[config.mk]
export PLATFORM = sky130hd
export DESIGN_NAME = modexp_47_ctrl
export DESIGN_NICKNAME = d
export VERILOG_FILES = /design/src/rtl/modexp47_pkg.sv /design/src/rtl/mult_mod_47_bits.sv /design/src/rtl/modexp_47_ctrl.sv
export SDC_FILE = /design/constraint.sdc
export NUM_CORES = 1
export LEC_CHECK = 0
export CAP_MARGIN = 20
export CORE_ASPECT_RATIO = 1.5
export CORE_UTILIZATION = 38
export CTS_BUF_LIST = sky130_fd_sc_hd__clkbuf_8
export DETAILED_ROUTE_END_ITERATION = 16
export GPL_ROUTABILITY_DRIVEN = 0
export MAX_ROUTING_LAYER = met4
export PLACE_DENSITY = 0.56
export RECOVER_POWER = 100
export SYNTH_ARGS = -nofsm -noshare
export SYNTH_HDL_FRONTEND = slang
export SYNTH_SLANG_ARGS = --single-unit
export TNS_END_PERCENT = 20
[constraint.sdc]
create_clock -name clk -period 19.4 [get_ports clk]
set_clock_uncertainty 0.15 [all_clocks]
set_input_delay 3.88 -clock clk [delete_from_list [all_inputs] [get_ports clk]]
set_output_delay 3.88 -clock clk [all_outputs]
set_load 0.02 [all_outputs]
[src/rtl/modexp47_pkg.sv]
// Shared constants, FSM encodings and base-reduction helper for the mod-47
// exponentiation controller.
package modexp47_pkg;

  localparam int MOD    = 47;
  localparam int DATA_W = 6;

  localparam logic [1:0] ST_IDLE = 2'd0;
  localparam logic [1:0] ST_SQR  = 2'd1;
  localparam logic [1:0] ST_MUL  = 2'd2;
  localparam logic [1:0] ST_FIN  = 2'd3;

  // Raw 6-bit inputs only exceed the modulus by at most 16, so one subtraction suffices.
  function automatic logic [DATA_W-1:0] reduce_base(input logic [DATA_W-1:0] b);
    return (b >= DATA_W'(MOD)) ? b - DATA_W'(MOD) : b;
  endfunction

endpackage

[src/rtl/mult_mod_47_bits.sv]
// Combinational mod-47 multiplier; operands are expected to be already reduced.
module mult_mod_47_bits
  import modexp47_pkg::*;
(
  input  logic [DATA_W-1:0] a,
  input  logic [DATA_W-1:0] b,
  output logic [DATA_W-1:0] r
);

  logic [2*DATA_W-1:0] prod;

  assign prod = a * b;
  assign r    = DATA_W'(prod % (2*DATA_W)'(MOD));

endmodule

[src/rtl/modexp_47_ctrl.sv]
// Left-to-right square-and-multiply controller computing base^exp mod 47
// with a single shared combinational multiplier.
module modexp_47_ctrl
  import modexp47_pkg::*;
#(
  parameter int EXP_W = 8
) (
  input  logic              clk,
  input  logic              rst_n,
  input  logic              start,
  input  logic [DATA_W:1]   base,
  input  logic [EXP_W-1:0]  exp,
  output logic              busy,
  output logic              done,
  output logic [DATA_W:1]   result
);

  localparam int IDX_W = (EXP_W > 1) ? $clog2(EXP_W) : 1;
  localparam logic [IDX_W-1:0] IDX_TOP = IDX_W'(EXP_W - 1);

  logic [1:0]        state_q, state_d;
  logic [DATA_W-1:0] acc_q, acc_d;
  logic [DATA_W-1:0] base_q, base_d;
  logic [EXP_W-1:0]  exp_q, exp_d;
  logic [IDX_W-1:0]  idx_q, idx_d;
  logic              done_q, done_d;
  logic [DATA_W-1:0] result_q, result_d;

  logic [DATA_W-1:0] mul_a, mul_b, mul_r;

  mult_mod_47_bits u_mult (
    .a (mul_a),
    .b (mul_b),
    .r (mul_r)
  );

  always_comb begin
    state_d  = state_q;
    acc_d    = acc_q;
    base_d   = base_q;
    exp_d    = exp_q;
    idx_d    = idx_q;
    mul_a    = '0;
    mul_b    = '0;
    // done/result are registered out of FIN so they never depend on start
    done_d   = (state_q == ST_FIN);
    result_d = (state_q == ST_FIN) ? acc_q : result_q;

    case (state_q)
      ST_IDLE: begin
        if (start) begin
          base_d  = reduce_base(base);
          exp_d   = exp;
          acc_d   = DATA_W'(1);
          idx_d   = IDX_TOP;
          state_d = ST_SQR;
        end
      end
      ST_SQR: begin
        mul_a = acc_q;
        mul_b = acc_q;
        acc_d = mul_r;
        if (exp_q[idx_q]) begin
          state_d = ST_MUL;
        end else if (idx_q == '0) begin
          state_d = ST_FIN;
        end else begin
          idx_d = idx_q - 1'b1;
        end
      end
      ST_MUL: begin
        mul_a = acc_q;
        mul_b = base_q;
        acc_d = mul_r;
        if (idx_q == '0) begin
          state_d = ST_FIN;
        end else begin
          idx_d   = idx_q - 1'b1;
          state_d = ST_SQR;
        end
      end
      default: begin
        state_d = ST_IDLE;
      end
    endcase
  end

  always_ff @(posedge clk or negedge rst_n) begin
    if (!rst_n) begin
      state_q  <= ST_IDLE;
      acc_q    <= DATA_W'(1);
      base_q   <= '0;
      exp_q    <= '0;
      idx_q    <= '0;
      done_q   <= 1'b0;
      result_q <= '0;
    end else begin
      state_q  <= state_d;
      acc_q    <= acc_d;
      base_q   <= base_d;
      exp_q    <= exp_d;
      idx_q    <= idx_d;
      done_q   <= done_d;
      result_q <= result_d;
    end
  end

  // busy also covers the done cycle, when the FSM is already back in IDLE
  assign busy   = (state_q != ST_IDLE) || done_q;
  assign done   = done_q;
  assign result = result_q;

endmodule

Yosys cells after proc, flatten, opt, wreduce, memory -nomap -nowiden
Index checks and enable logic that the tools add are counted.
{"block": "classes", "reduce_logical": 11, "div": 1, "n_eq_ne": 6, "add_sub_neg": 2, "n_mux": 16, "n_mul": 1, "n_lt_le_gt_ge": 2}
{"cell": "6-bit case mux with 2 select lines", "n": 2}
{"cell": "6-bit two-way mux", "n": 3}
{"cell": "12-bit by 6-bit remainder unit with 12-bit output (second input constant)", "n": 1}
{"cell": "6-bit by 6-bit multiplier with 12-bit output", "n": 1}
{"cell": "3-bit two-way mux", "n": 3}
{"cell": "3-bit case mux with 3 select lines", "n": 1}
{"cell": "2-bit two-way mux", "n": 4}
{"cell": "6-bit greater-or-equal comparator (second input constant)", "n": 1}
{"cell": "2-bit case mux with 3 select lines", "n": 1}
{"cell": "2-bit AND reduction", "n": 3}
{"cell": "6-bit subtractor (second input constant)", "n": 1}
{"cell": "2-bit equality test (second input constant)", "n": 2}
{"cell": "3-bit by 4-bit < comparator with 1-bit output (second input constant)", "n": 1}
{"cell": "2-bit != test (second input constant)", "n": 2}
{"cell": "2-bit nonzero test", "n": 2}
{"cell": "1-bit binary-select mux with 3-bit select", "n": 1}
{"cell": "3-bit logical NOT", "n": 1}
{"cell": "3-bit != test (second input constant)", "n": 1}
{"cell": "3-bit AND reduction", "n": 1}
{"cell": "3-bit nonzero test", "n": 1}
{"cell": "3-bit by 1-bit subtractor with 3-bit output (second input constant)", "n": 1}
{"cell": "2-bit by 1-bit equality test with 1-bit output (second input constant)", "n": 1}
{"cell": "2-bit logical NOT", "n": 1}
{"cell": "2-bit OR reduction", "n": 1}
{"cell": "other kinds (2)", "n": 2}
{"block": "totals", "word_cells": 46, "input_bits": 17, "reg_bits": 32, "out_inout_bits": 8}

Longest topological paths before layout
Gate-level depths: netlist (run 1).
{"block": "depth", "word_depth": 6, "ltp_mapped": 39, "depth_no_buf": 36}

Cells and area by module
Synthesis (run 1) repeated with hierarchy kept, for this count alone.
{"block": "hier_totals", "cells_unflattened": 587, "hier_area_um2": 4912.2}
{"mod": "mult_mod_47_bits", "cells_each": 417, "instances": 1, "area_each_um2": 3200.6, "seq_area_each_um2": 0.0}
{"mod": "modexp_47_ctrl", "cells_each": 170, "instances": 1, "area_each_um2": 1711.6, "seq_area_each_um2": 802.0}

Worst setup path after synthesis (run 1)
Ideal clock, no wire load.
{"block": "synth_path", "path_kind": "flip-flop to flip-flop", "start": "reg state_q[0]", "end": "reg acc_q[5]", "required_ns": 19.119, "setup_time_ns": 0.131, "path_stages_with_launch": 38, "synth_period_minus_slack_ns": 8.952, "path_slack_ns": 10.448, "t_arrival_ns": 8.672, "path_buffers": 2, "cell_sequence": "dfrtp_1 > inv_1 > ha_1 > clkbuf_1 > clkbuf_1 > nand2_1 > nor2_1 > fa_1 > fa_1 > inv_1 > fa_1 > inv_1 > ha_1 > o211ai_2 > o211a_1 > o211ai_2 > a211oi_2 > o22a_4 > [... 2 more ...] > a211oi_2 > nor2_1 > a21o_1 > a31oi_2 > o21ai_1 > a21oi_1 > ha_1 > inv_1 > a221oi_2 > o211ai_2 > nand2_1 > xnor2_1 > ha_1 > nand2_1 > o32a_1 > a21o_1 > o41ai_1 > o31ai_1"}
{"block": "synth_between", "elab_chain_cells": 6, "elab_cells_between_ends": 12, "classes_between": "mul (1); div (1); eq/ne (3); mux (3); reduce/logical (4)"}
{"element": "from (decl)", "line_no": "modexp_47_ctrl.sv:21", "source": "logic [1:0] state_q, state_d;"}
{"element": "from (signal assigned)", "line_no": "modexp_47_ctrl.sv:98", "source": "state_q <= state_d;"}
{"element": "2-bit equality test / 2-bit by 1-bit equality test with 1-bit output (equally long branches)", "line_no": "modexp_47_ctrl.sv:49", "source": "case (state_q)"}
{"element": "2-bit OR reduction (no line)"}
{"element": "6-bit two-way mux", "line_no": "modexp_47_ctrl.sv:49"}
{"element": "6-bit by 6-bit multiplier with 12-bit output", "line_no": "mult_mod_47_bits.sv:12", "source": "assign prod = a * b;"}
{"element": "12-bit by 6-bit remainder unit with 12-bit output", "line_no": "mult_mod_47_bits.sv:13", "source": "assign r = DATA_W'(prod % (2*DATA_W)'(MOD));"}
{"element": "6-bit case mux with 2 select lines", "line_no": "modexp_47_ctrl.sv:49"}
{"element": "to (signal assigned)", "line_no": "modexp_47_ctrl.sv:91", "source": "acc_q <= DATA_W'(1);"}
{"element": "to (signal assigned)", "line_no": "modexp_47_ctrl.sv:99", "source": "acc_q <= acc_d;"}
{"element": "to (decl)", "line_no": "modexp_47_ctrl.sv:22", "source": "logic [DATA_W-1:0] acc_q, acc_d;"}
Several ways; a longest one is shown, not always the timed one.
A chain may end at the register's enable or synchronous reset.

Worst setup path in the final report (run 1)
{"block": "layout_path", "start": "reg state_q[0]", "end": "reg acc_q[0]"}
The elaborated chain is that of the path after synthesis.

==> results of run 1 <==
[worst register-to-register path, delay by kind of cell, from the launching register on]
| family | cells | cell delay, ns |
|---|---|---|
| fa+ha+maj | 7 | 3.34 |
| buf+inv | 4 | 0.26 |
| simple gates | 6 | 1.19 |
| flops | 1 | 0.42 |
| compound gates | 17 | 5.27 |
| xor+xnor | 1 | 0.16 |
[cell type report]
class	count	area [um^2]
Timing Repair Buffer	25	244
Fill cell	1182	6580
Tap cell	150	188
Sequential cell	32	802
Clock buffer	6	82.6
Clock inverter	2	10.0
Multi-Input combinational cell	455	3450
Inverter	31	116
[flip-flops by register name, summed over array words and instances (netlist names)]
register / cells
acc_q: 6
exp_q: 8
idx_q: 3
done: 1
base_q: 6
result: 6
state_q: 2
[power groups by stage]
stage | clock network [uW] | registers, uW | logic [uW]
finish | 53.9 | 106 | 140
global route | 56.8 | 110 | 156
CTS | 55.7 | 107 | 143
detailed placement | 0 | 108 | 143
global placement | 0 | 107 | 141
floorplan | 0 | 105 | 108
[per-stage QoR]
stage / hold WS (ns) / total power, uW / instance area (um^2) / setup WS (ns)
final: 0.333 / 300 / 4890 / 8.56
after global placement: 0.314 / 248 / 4830 / 9.46
after floorplan: 0.294 / 213 / 4470 / 10.45
after global routing: 0.354 / 323 / 4890 / 7.62
after detailed placement: 0.322 / 251 / 4830 / 9.14
after CTS: 0.337 / 306 / 4930 / 9.12
[Yosys cell counts, types with 5 or more instances]
| cell type | count | area (um^2) |
|---|---|---|
| sky130_fd_sc_hd__nand2_1 | 55 | 206 |
| sky130_fd_sc_hd__nor2_1 | 45 | 169 |
| sky130_fd_sc_hd__a21oi_1 | 33 | 165 |
| sky130_fd_sc_hd__dfrtp_1 | 31 | 776 |
| sky130_fd_sc_hd__inv_1 | 31 | 116 |
| sky130_fd_sc_hd__ha_1 | 29 | 363 |
| sky130_fd_sc_hd__nand3_1 | 27 | 135 |
| sky130_fd_sc_hd__o21ai_0 | 25 | 125 |
| sky130_fd_sc_hd__fa_1 | 17 | 340 |
| sky130_fd_sc_hd__mux2_2 | 15 | 169 |
| sky130_fd_sc_hd__a21o_1 | 12 | 90.1 |
| sky130_fd_sc_hd__nor3_1 | 12 | 60.1 |
| sky130_fd_sc_hd__o211ai_1 | 12 | 90.1 |
| sky130_fd_sc_hd__xnor2_1 | 11 | 96.3 |
| sky130_fd_sc_hd__a22o_1 | 9 | 78.8 |
| sky130_fd_sc_hd__clkbuf_1 | 8 | 30.0 |
| sky130_fd_sc_hd__a211oi_1 | 7 | 52.6 |
| sky130_fd_sc_hd__a21oi_2 | 6 | 52.6 |
| sky130_fd_sc_hd__and2_1 | 6 | 37.5 |
| sky130_fd_sc_hd__o21a_1 | 6 | 45.0 |
| sky130_fd_sc_hd__o21ai_1 | 6 | 30.0 |
| sky130_fd_sc_hd__mux2i_1 | 5 | 50.1 |
| sky130_fd_sc_hd__o211ai_2 | 5 | 62.6 |
| sky130_fd_sc_hd__o22ai_1 | 5 | 31.3 |
[how the worst max path moves through the flow]
stage,to,slack (ns),start
4_1_cts,acc_q[5]$_DFFE_PN0P_,9.12,state_q[0]$_DFFE_PN0P_
5_1_grt,acc_q[0]$_DFFE_PN1P_,7.62,state_q[0]$_DFFE_PN0P_
3_3_place_gp,acc_q[5]$_DFFE_PN0P_,9.46,state_q[0]$_DFFE_PN0P_
2_1_floorplan,acc_q[5]$_DFFE_PN0P_,10.45,state_q[0]$_DFFE_PN0P_
6_report,acc_q[0]$_DFFE_PN1P_,8.56,state_q[0]$_DFFE_PN0P_
3_5_place_dp,acc_q[5]$_DFFE_PN0P_,9.14,state_q[0]$_DFFE_PN0P_
[logic make-up after synthesis]
logic type,Yosys count,share of synthesized area
compound gates,191,0.330
xor+xnor,18,0.0428
fa+ha+maj,46,0.157
buf+inv,46,0.0428
flops,32,0.179
mux,24,0.0655
simple gates,176,0.183
[routing by layer]
metal	routed length, um	GRT usage
met4	307	0.0789
met2	6160	0.374
met3	247	0.0107
met1	4430	0.200
met5	0	-
==> impl.org, run 1 <==
** GRT
- Total overflow reported by the global router :: 0
- Number of antenna violations at the first check in global routing :: 0
- Via count of the first global-routing pass :: 4,091
- The first global-routing pass estimated 18,800 um of wire.
- Maximum number of pins on one net before global-route repair :: 34
- For this run, the total global-route usage over all layers was measured as 0.193.

** Synth
- For this run, the number of Yosys warnings is 0.
- In this run the cell area of the synthesized design comes to 4470 um^2.
- In the synthesized netlist the dominant register cell turns out to be sky130_fd_sc_hd__dfrtp_1.
- Instance count of the mapped netlist :: 533
- Number of flops mapped to enable cells by yosys :: 0
- In this run, synthesis produced a sequential element count of 32.
- Post-Syn Area per Cell :: 8.39 um^2
- After synthesis, the netlist uses 86 different library cells.
- Number of nets in the synthesized netlist :: 596
- Asr flop ratio synth :: 1.00
- Of the synthesized area, sequential elements account for 0.179.

** Clock network
- CTS Root Cell :: sky130_fd_sc_hd__clkbuf_8
- CTS-repair resized insts :: 0
- After clock tree synthesis, the setup repair step added 0 buffers.
- TritonCTS built the clock tree.
- CTS saw 32 sinks.
- Hold buffer count at CTS :: 0
- Buffers inserted during clock tree synthesis total 5.
- The clock reaches the later pin of the worst-skew pair after 0.30 ns.
- The H-tree was split into 2 levels.
- After clock tree synthesis, the clock-pin slew on the worst setup and hold paths is 0.07 ns.
- The clock passes through at most 2 buffers.

** Detailed routing
- Summing over every cut layer, the via total after detailed routing is 4,103.
- The count of nets left with antenna violations once routing finished came out at 0.
- In the final routed layout, each cell accounts on average for 15.9 um.
- In the routed design, unresolved DRC markers number 0.
- Before antenna repair, the detailed router went through 4 iterations.
- Number of violations reported at the end of detailed-routing iteration 0 :: 190
- In the routed layout, each cell is associated on average with a via count of 5.85.
- Summed over all layers, the routed wires come to 11,100 um.

** Worst setup path
- Of all nets on the critical path, the largest fanout is 33.
- Together, buffers and inverters on the worst path number 4.
- CP Capture Type :: flip-flop
- In this design, the stage delay of the slowest critical-path cell is 0.90 ns.
- The worst register-to-register path has a depth of 35.
- Cell family with most CP delay :: compound AO/OA/AOI/OAI gates
- Critical path start-end classification :: reg -> reg
- Worst endpoint required time :: 19.48 ns
- The slowest stage of the critical path is the sky130_fd_sc_hd__ha_1 cell.
- WP depth :: 35
- In this run the critical register-to-register path is launched from state_q[0]$_DFFE_PN0P_.
- Critical Path AT :: 10.92 ns
- In this run the critical register-to-register path is captured at acc_q[0]$_DFFE_PN1P_.
- Sort of element at the start of the critical path :: flip-flop
- The setup check on the worst reg-to-reg path leaves a slack of 8.56 ns.

** Floorplanning
- The floorplan has 48 rows.
- Effective utilization at floorplan :: 0.390
- The die covers 12,200 um^2.
- Overall die width :: 90.6 um
- DIE HEIGHT :: 135 um
- The total area inside the core boundary comes to 11,500 um^2.
- Pin placement for this block handled 25 I/O pins.

** Timing
- Final cycle utilization of the critical path :: 0.559
- The number of hold violations in the final report was 0.
- Setup violations remaining at the end of the flow were counted as 0.
- At the pin with the least slew margin, the transition time is 1.71 ns.
- In this run the tightest slew margin relative to its limit is -0.137.
- Minimum clock period after layout :: 10.84 ns
- Number of max-slew violations in the final report :: 33
- FMAX :: 92.3 MHz
- Setup TNS :: 0 ns
- Setup repair after global routing left no endpoint under its margin.

** Power and ir drop
- The worst-case IR drop observed on VDD is 85.3 uV.
- Summed over all nets, the switching power comes to 126 uW.
- Of the total power, the clock network draws 0.180.
- Of the total power, the share spent switching nets is 0.419.
- Sequential fraction of design power :: 0.354
- The internal power of the cells totals 175 uW.
- Part of the power in combinational logic :: 0.467
- Leakage power :: 0.00199 uW
- Power per cell area :: 61.4 nW/um^2

** Final layout
- For this run, the post-layout net count is 613.
- The area growth from synthesis to layout is 9.37%.
- Commonest cells after routing, fill and taps aside :: sky130_fd_sc_hd__nand2_1, sky130_fd_sc_hd__nor2_1, sky130_fd_sc_hd__a21oi_1
- The finished layout holds 701 standard cells, fillers aside.
- Most common cell after layout, fill and taps aside :: sky130_fd_sc_hd__nand2_1
- In the final layout, the share of cells above drive strength 1 is 0.107.
- Diode insertion count for antenna repair :: 0
- Core occupancy in the finished layout :: 0.426

** Run
- Max-cap violations in this run came to 1.

** Worst hold path
- The path with the worst hold slack has its endpoint at base_q[3]$_DFFE_PN0P_.
- The tightest min-delay check is of the reg -> reg type.
- Worst hold path startpoint :: base_q[3]$_DFFE_PN0P_
- The worst hold path was traced through 2 stages.

** Placed design
- Number of placed instances with taps included :: 693
- Port Buffers :: 24
- Final HPWL DP :: 9180 um

** Outcome
- Failing checks :: max-capacitance violations, max-slew violations
- Outcome :: finished with violations
(Power assumes the default switching activity.)
==> run 2: changes to the inputs <==
==> constraint.sdc (replaced) <==
create_clock -name clk -period 10.55 [get_ports clk]
set_clock_uncertainty 0.15 [all_clocks]
set_input_delay 2.11 -clock clk [delete_from_list [all_inputs] [get_ports clk]]
set_output_delay 2.11 -clock clk [all_outputs]
set_load 0.02 [all_outputs]
==> run 2 against run 1 <==
Effect of this change: the run still ends with max-capacitance violations, max-slew violations left; critical path depth shrank 1; first-iteration DRC count shrank 39%; die area is the same; cell area rose by 2.0%; combinational power is 97% higher; register-to-register slack worse by 7.6 ns; sequential power grew 84%; final cell count increased by 0.71%; fmax grew 13%; core utilization rose by 0.86 points; worst hold slack got worse by 0.0031 ns; non-clock buffer count increased by 5; critical path type unchanged; highest routed layer unchanged.
==> impl.org, run 2 (synthesized netlist as in run 1, its figures left out) <==
** Timing
- The highest attainable clock frequency came to 104 MHz (+13%).
- Setup repair after global routing left no endpoint under its margin.
- The number of hold violations in the final report came to 0 (unchanged).
- The slew at the pin with the worst max-slew slack is 1.70 ns (-0.00328 ns).
- Remaining max-slew budget at the tightest pin :: -0.135 (+0.00219)
- Final cycle utilization of the critical path :: 0.913 (+0.354)
- The total of endpoints with negative setup slack in the final report was 0 (unchanged).
- Number of max-slew violations in the final report :: 33 (unchanged)
- The minimum clock period is 9.63 ns (-1.21 ns).
- Setup TNS :: 0 ns (unchanged)

** Final layout
- The multi-input logic area was 3490 um^2 (+1.2%).
- The sequential cell area in the final layout is 802 um^2 (unchanged).
- Fill cells :: 1,153 (-2.5%)
- Register with the most flip-flops :: exp_q
- The net count reported at finish came to 618 (+0.82%).
- The share of cells above drive strength 1 came to 0.129 (+0.0224).
- The final antenna diode count is 0 (unchanged).
- From synthesis to final layout, the design area changed by 11.6%.
- The library cell used most frequently in the layout, excluding fill and tap cells, is sky130_fd_sc_hd__nand2_1.
- The flip-flop count of the largest register, all copies and words added came to 8 (unchanged).
- Commonest cells after routing, fill and taps aside :: sky130_fd_sc_hd__nand2_1, sky130_fd_sc_hd__nor2_1, sky130_fd_sc_hd__a21oi_1
- The post-route core utilization was 0.435 (+0.00862).

** Clock network
- TritonCTS built the clock tree.
- The largest buffer count on any clock path was 2 (unchanged).
- Clk pin slew, worst setup/hold paths :: 0.08 ns (about the same)
- Number of buffers inserted during clock tree synthesis :: 5 (unchanged)
- In this run the clock root is driven by a sky130_fd_sc_hd__clkbuf_8.
- Number of clock sinks seen by CTS :: 32 (unchanged)
- Total number of H-tree levels :: 2 (unchanged)
- The source-to-sink clock delay at the later pin of the worst-skew pair was 0.30 ns (about the same).

** Worst setup path
- STA classifies the critical path startpoint as a flip-flop.
- The largest stage delay on the critical path is 0.54 ns (-0.36 ns).
- By startpoint and endpoint, the worst setup path is classified as reg -> reg.
- The internal reg-to-reg setup slack came to 0.92 ns (-7.64 ns).
- Critical Path AT :: 9.66 ns (-1.26 ns)
- The required time at the endpoint of the critical path came to 10.58 ns (-8.90 ns).
- The slowest stage of the critical path is the sky130_fd_sc_hd__fa_1 cell.
- On the critical path the largest part of the delay comes from compound AO/OA/AOI/OAI gates.
- WP depth :: 34 (-2.9%)
- CP bufs+invs :: 3 (-1)
- The cell depth of the worst flop-to-flop path was 34 (-2.9%).
- Dominant cell type by count on the critical path :: sky130_fd_sc_hd__ha_1
- Worst-path maximum fanout :: 9 (-73%)
- CP Capture Type :: flip-flop

** Floorplanning
- The height of the chip came to 135 um (unchanged).
- The number of top-level pins came to 25 (unchanged).
- The floorplan core area is 11,500 um^2 (unchanged).
- The x dimension of the die came to 90.6 um (unchanged).
- Std cell rows :: 48 (unchanged)
- Effective utilization at floorplan :: 0.390 (unchanged)
- Area of the die :: 12,200 um^2 (unchanged)

** Placed design
- Final HPWL DP :: 8910 um (-2.9%)
- The count of buffers inserted at the top-level ports came to 24 (unchanged).

** GRT
- The first-pass GRT wire length is 18,500 um (-1.4%).
- The maximum number of pins on one net before global-route repair came to 33 (-2.9%).
- The aggregate global routing overflow was 0 (unchanged).
- The overall routing resource usage came to 0.190 (-0.00256).
- Number of antenna violations at the first check in global routing :: 0 (unchanged)
- Via count of the first global-routing pass :: 4,111 (+0.49%)

** Detailed routing
- Vias :: 4,111 (+0.19%)
- The remaining antenna violation count is 0 (unchanged).
- The number of DRC markers after the initial detailed-route iteration was 116 (-39%).
- The detailed-router iteration count before antenna repair came to 4 (unchanged).
- Total Routed Length :: 11,000 um (-1.4%)
- The mean number of vias per cell was 5.82 (-0.51%).
- The average detailed-routed wire length per instance was 15.6 um (-2.1%).
- Drt drc :: 0 (unchanged)

** Outcome
- The final reports fail on max-capacitance violations, max-slew violations.
- The run finished, with violations left.

** Power and ir drop
- Leakage power :: 0.00203 uW (+1.7%)
- Power per cell area :: 118 nW/um^2 (+92%)
- The maximum VDD drop was 189 uV (+120%).

** Worst hold path
- Classification of the worst-slack hold path :: reg -> reg
- The worst hold path stage count came to 2 (unchanged).

** Run
- Max-cap viol count :: 1 (unchanged)
[run 2: cell type report]
cell class,instances,share of cell area
multi-input cells,455,0.700
flip-flops and latches,32,0.161
repair buffers,30,0.0564
well taps,150,0.0376
inverters,31,0.0233
clock buffers,5,0.0138
clock inverters,3,0.00852
[run 2: worst paths after layout]
path	start	end
setup reg to reg	state_q[0]$_DFFE_PN0P_	acc_q[5]$_DFFE_PN0P_
max in group asynchronous	rst_n	result[2]$_DFFE_PN0P_
min in group asynchronous	rst_n	acc_q[5]$_DFFE_PN0P_
hold reg to reg	base_q[2]$_DFFE_PN0P_	base_q[2]$_DFFE_PN0P_
setup / recovery	state_q[0]$_DFFE_PN0P_	acc_q[5]$_DFFE_PN0P_
hold / removal	base_q[2]$_DFFE_PN0P_	base_q[2]$_DFFE_PN0P_
[run 2: power breakdown]
group          internal (uW)  switching, uW  total [uW]
registers                165           29.9         195
clock network           69.8           48.9         119
logic                    116            159         276
[run 2: through the flow]
step	area, um^2	setup WS, ns	power (uW)	hold WS [ns]	instances
finish	4990	0.922	590	0.330	706
global route	4990	0.151	632	0.366	706
CTS	4950	0.473	590	0.337	702
detailed placement	4840	0.520	466	0.322	694
global placement	4840	0.824	460	0.314	694
floorplan	4470	1.60	391	0.294	533
[run 2: worst reg2reg max path: cells and delay by family (launching register included)]
kind | cells | cell delay [ns]
adders and majority gates | 7 | 2.84
DFF | 1 | 0.43
xor gates and xnor gates | 1 | 0.16
and+or+nand+nor | 5 | 0.69
AOI/OAI and AO/OA | 18 | 4.97
buffers and inverters | 3 | 0.30
[run 2: timing repair]
item	in CTS	in global routing
resized for setup	0	4
buffers inserted	0	4
endpoints found under the setup margin	0	6
hold buffers	0	0
[run 2: routing by layer]
metal	vias up	global-route usage	part of all wire
li1	2050	-	-
met1	1965	0.194	0.40
met2	65	0.357	0.55
met3	31	0.0135	0.016
met4	0	0.107	0.037
met5	-	-	0
==> run 3: changes to the inputs <==
==> constraint.sdc (replaced) <==
create_clock -name clk -period 11.96 [get_ports clk]
set_clock_uncertainty 0.15 [all_clocks]
set_input_delay 2.392 -clock clk [delete_from_list [all_inputs] [get_ports clk]]
set_output_delay 2.392 -clock clk [all_outputs]
set_load 0.02 [all_outputs]
==> run 3 against run 2 <==
Effect of this change: the run still ends with max-capacitance violations, max-slew violations left; first-iteration DRC count rose by 47%; die area stayed put; global-route usage increased by 0.73 points; critical path depth rose by 1; wire length up 2.3%; final cell count down 0.71%; clock power shrank 34%; combinational power shrank 18%; worst hold slack improved by 0.00085 ns; via count up 2.3%; sequential share of layout area is 0.30 points higher; largest cell class unchanged; largest power group unchanged; highest routed layer unchanged.
==> impl.org, run 3 (synthesized netlist as in run 1, its figures left out) <==
** Outcome
- The flow ran to the end, but the final reports show violations.
- Failing checks :: max-capacitance violations, max-slew violations

** Final layout
- In the layout the commonest cells are sky130_fd_sc_hd__nand2_1, sky130_fd_sc_hd__nor2_1, sky130_fd_sc_hd__a21oi_1.
- Non-filler instance count after layout :: 701 (-0.71%)
- The multi-input logic area was 3470 um^2 (-0.64%).
- Number of flip-flops in the largest register :: 8 (unchanged)
- Share of post-route cells with drive strength above 1 :: 0.109 (-0.0206)
- The final antenna diode count came to 0 (unchanged).
- Fill cells :: 1,164 (+0.95%)
- Register with the most flip-flops :: exp_q
- The net count reported at finish is 613 (-0.81%).
- Sequential standard cell area :: 802 um^2 (unchanged)
- Most common cell after layout, fill and taps aside :: sky130_fd_sc_hd__nand2_1
- Synth-to-Final Area Change :: 9.57%

** Clock network
- The CTS buffer count is 5 (unchanged).
- The largest buffer count on any clock path came to 2 (unchanged).
- Number of buffers inserted by post-CTS setup repair :: 0 (unchanged)
- Clk pin slew, worst setup/hold paths :: 0.07 ns (about the same)
- CTS-repair resized insts :: 0 (unchanged)
- Clock insertion delay at the later pin of the skew report :: 0.29 ns (about the same)
- The hold buffer count at CTS is 0 (unchanged).
- TritonCTS built the clock tree.
- CTS Root Cell :: sky130_fd_sc_hd__clkbuf_8
- Number of clock sinks seen by CTS :: 32 (unchanged)
- Total number of H-tree levels :: 2 (unchanged)

** Worst setup path
- The required time at the endpoint of the critical path is 12.04 ns (+1.46 ns).
- The largest stage delay on the critical path came to 0.88 ns (+0.34 ns).
- Critical Path AT :: 10.71 ns (+1.05 ns)
- CP bufs+invs :: 4 (+1)
- CP Capture Type :: flip-flop
- Library cell contributing the largest single delay on the critical path :: sky130_fd_sc_hd__ha_1
- The maximum fanout encountered on the critical timing path is 33 (+24).
- STA classifies the critical path startpoint as a flip-flop.
- Broken down by cell family, the worst path's largest delay share belongs to compound AO/OA/AOI/OAI gates.
- Critical path start-end classification :: reg -> reg

** Power and ir drop
- The power density over cell area is 97.6 nW/um^2 (-17%).
- Highest ir drop seen on vdd :: 141 uV (-25%)
- The standby leakage power is 0.00201 uW (-1.2%).

** Detailed routing
- Total Routed Length :: 11,200 um (+2.3%)
- Via/cell ratio :: 6.00 (+3.1%)
- Drt drc :: 0 (unchanged)
- Avg WL per Cell :: 16.0 um (+3.0%)
- First-pass detailed-route iteration total :: 5 (+1)
- Vias :: 4,207 (+2.3%)
- Post-route ant nets :: 0 (unchanged)
- Number of violations reported at the end of detailed-routing iteration 0 :: 170 (+47%)

** Floorplanning
- The area of the die is 12,200 um^2 (unchanged).
- DIE HEIGHT :: 135 um (unchanged)
- Std cell rows :: 48 (unchanged)
- The floorplan core area was 11,500 um^2 (unchanged).
- The x dimension of the die is 90.6 um (unchanged).
- Number of top-level pins :: 25 (unchanged)
- Effective utilization at floorplan :: 0.390 (unchanged)

** Worst hold path
- Classification of the worst-slack hold path :: reg -> reg

** Timing
- The max-slew violation total from the final report came to 33 (unchanged).
- The worst setup margin was 1.33 ns (+0.404 ns).
- The tightest slew margin relative to the limit came to -0.140 (-0.00479).
- Final setup fails :: 0 (unchanged)
- The slew at the pin with the worst max-slew slack is 1.71 ns (+0.00719 ns).
- The number of hold violations in the final report was 0 (unchanged).
- FMAX :: 94.0 MHz (-9.5%)
- Setup TNS :: 0 ns (unchanged)
- Setup repair after global routing left no endpoint under its margin.
- The minimum clock period is 10.63 ns (+1.01 ns).
- Final cycle utilization of the critical path :: 0.889 (-0.0235)

** GRT
- The aggregate global routing overflow is 0 (unchanged).
- Maximum number of pins on one net before global-route repair :: 34 (+3.0%)
- The first-pass GRT wire length is 19,200 um (+4.0%).
- Overall fraction of global-route tracks in use :: 0.197 (+0.00730)
- The via count of the first global-routing pass is 4,194 (+2.0%).
- Number of antenna violations at the first check in global routing :: 0 (unchanged)

** Run
- Max-cap viol count :: 1 (unchanged)

** Placed design
- Final HPWL DP :: 9200 um (+3.3%)
- The number of cells in the design after placement was 693 (-0.14%).
- The placement-stage worst setup slack is 1.78 ns (+1.26 ns).
- Port Buffers :: 24 (unchanged)
==> run 3: cell types whose count changed in the layout (fill, tap and decap cells not counted), moves of 2 or more <==
cell,change
sky130_fd_sc_hd__buf_4,-5
sky130_fd_sc_hd__a21oi_1,+2
sky130_fd_sc_hd__a21oi_2,-2
sky130_fd_sc_hd__inv_1,+2
==> run 3: path summary, 6_finish.rpt <==
path | depth (start not counted) | from | end | slack [ns]
worst max-delay path | 35 | state_q[0]$_DFFE_PN0P_ | acc_q[0]$_DFFE_PN1P_ | 1.33
worst min-delay path | 2 | base_q[3]$_DFFE_PN0P_ | base_q[3]$_DFFE_PN0P_ | 0.33
worst max register to register | 35 | state_q[0]$_DFFE_PN0P_ | acc_q[0]$_DFFE_PN1P_ | 1.33
worst min register to register | 2 | base_q[3]$_DFFE_PN0P_ | base_q[3]$_DFFE_PN0P_ | 0.33
max in group asynchronous | 2 | rst_n | result[3]$_DFFE_PN0P_ | 7.74
min in group asynchronous | 2 | rst_n | exp_q[4]$_DFFE_PN0P_ | 2.93
==> run 3: power breakdown <==
group	switching, uW	leakage [uW]	internal, uW	total [uW]
Combinational	135	0.00156	91.3	226
Sequential	27.4	0.000400	146	173
Clock	39.9	0.0000505	39.0	78.9
==> run 3: cell type report <==
type	instances	area share
tap	150	0.0383
clock inverter	3	0.00255
sequential	32	0.164
clock buffer	5	0.0140
inverter	31	0.0237
timing repair buffer	25	0.0498
multi-input combinational	455	0.708
==> run 3: metal layers <==
layer / wire length (um) / track usage / vias to the layer above
met4: 479 / 0.0995 / 0
li1: - / - / 2047
met2: 6120 / 0.372 / 122
met3: 304 / 0.0163 / 38
met1: 4340 / 0.204 / 2000
met5: 0 / - / -
==> run 3: tightest hold or removal path, cell delays in order, from the launching register on <==
cell and delay [ns]:
sky130_fd_sc_hd__dfrtp_1 0.34, sky130_fd_sc_hd__nand2_1 0.04, sky130_fd_sc_hd__o21ai_0 0.06
==> run 3: per-stage QoR <==
stage / hold WS (ns) / power, uW / utilization / area (um^2)
floorplan: 0.294 / 345 / - / 4470
global placement: 0.314 / 402 / 0.421 / 4830
detailed placement: 0.322 / 406 / 0.421 / 4830
CTS: 0.336 / 486 / 0.428 / 4910
global route: 0.347 / 517 / 0.427 / 4900
finish: 0.330 / 478 / 0.427 / 4900
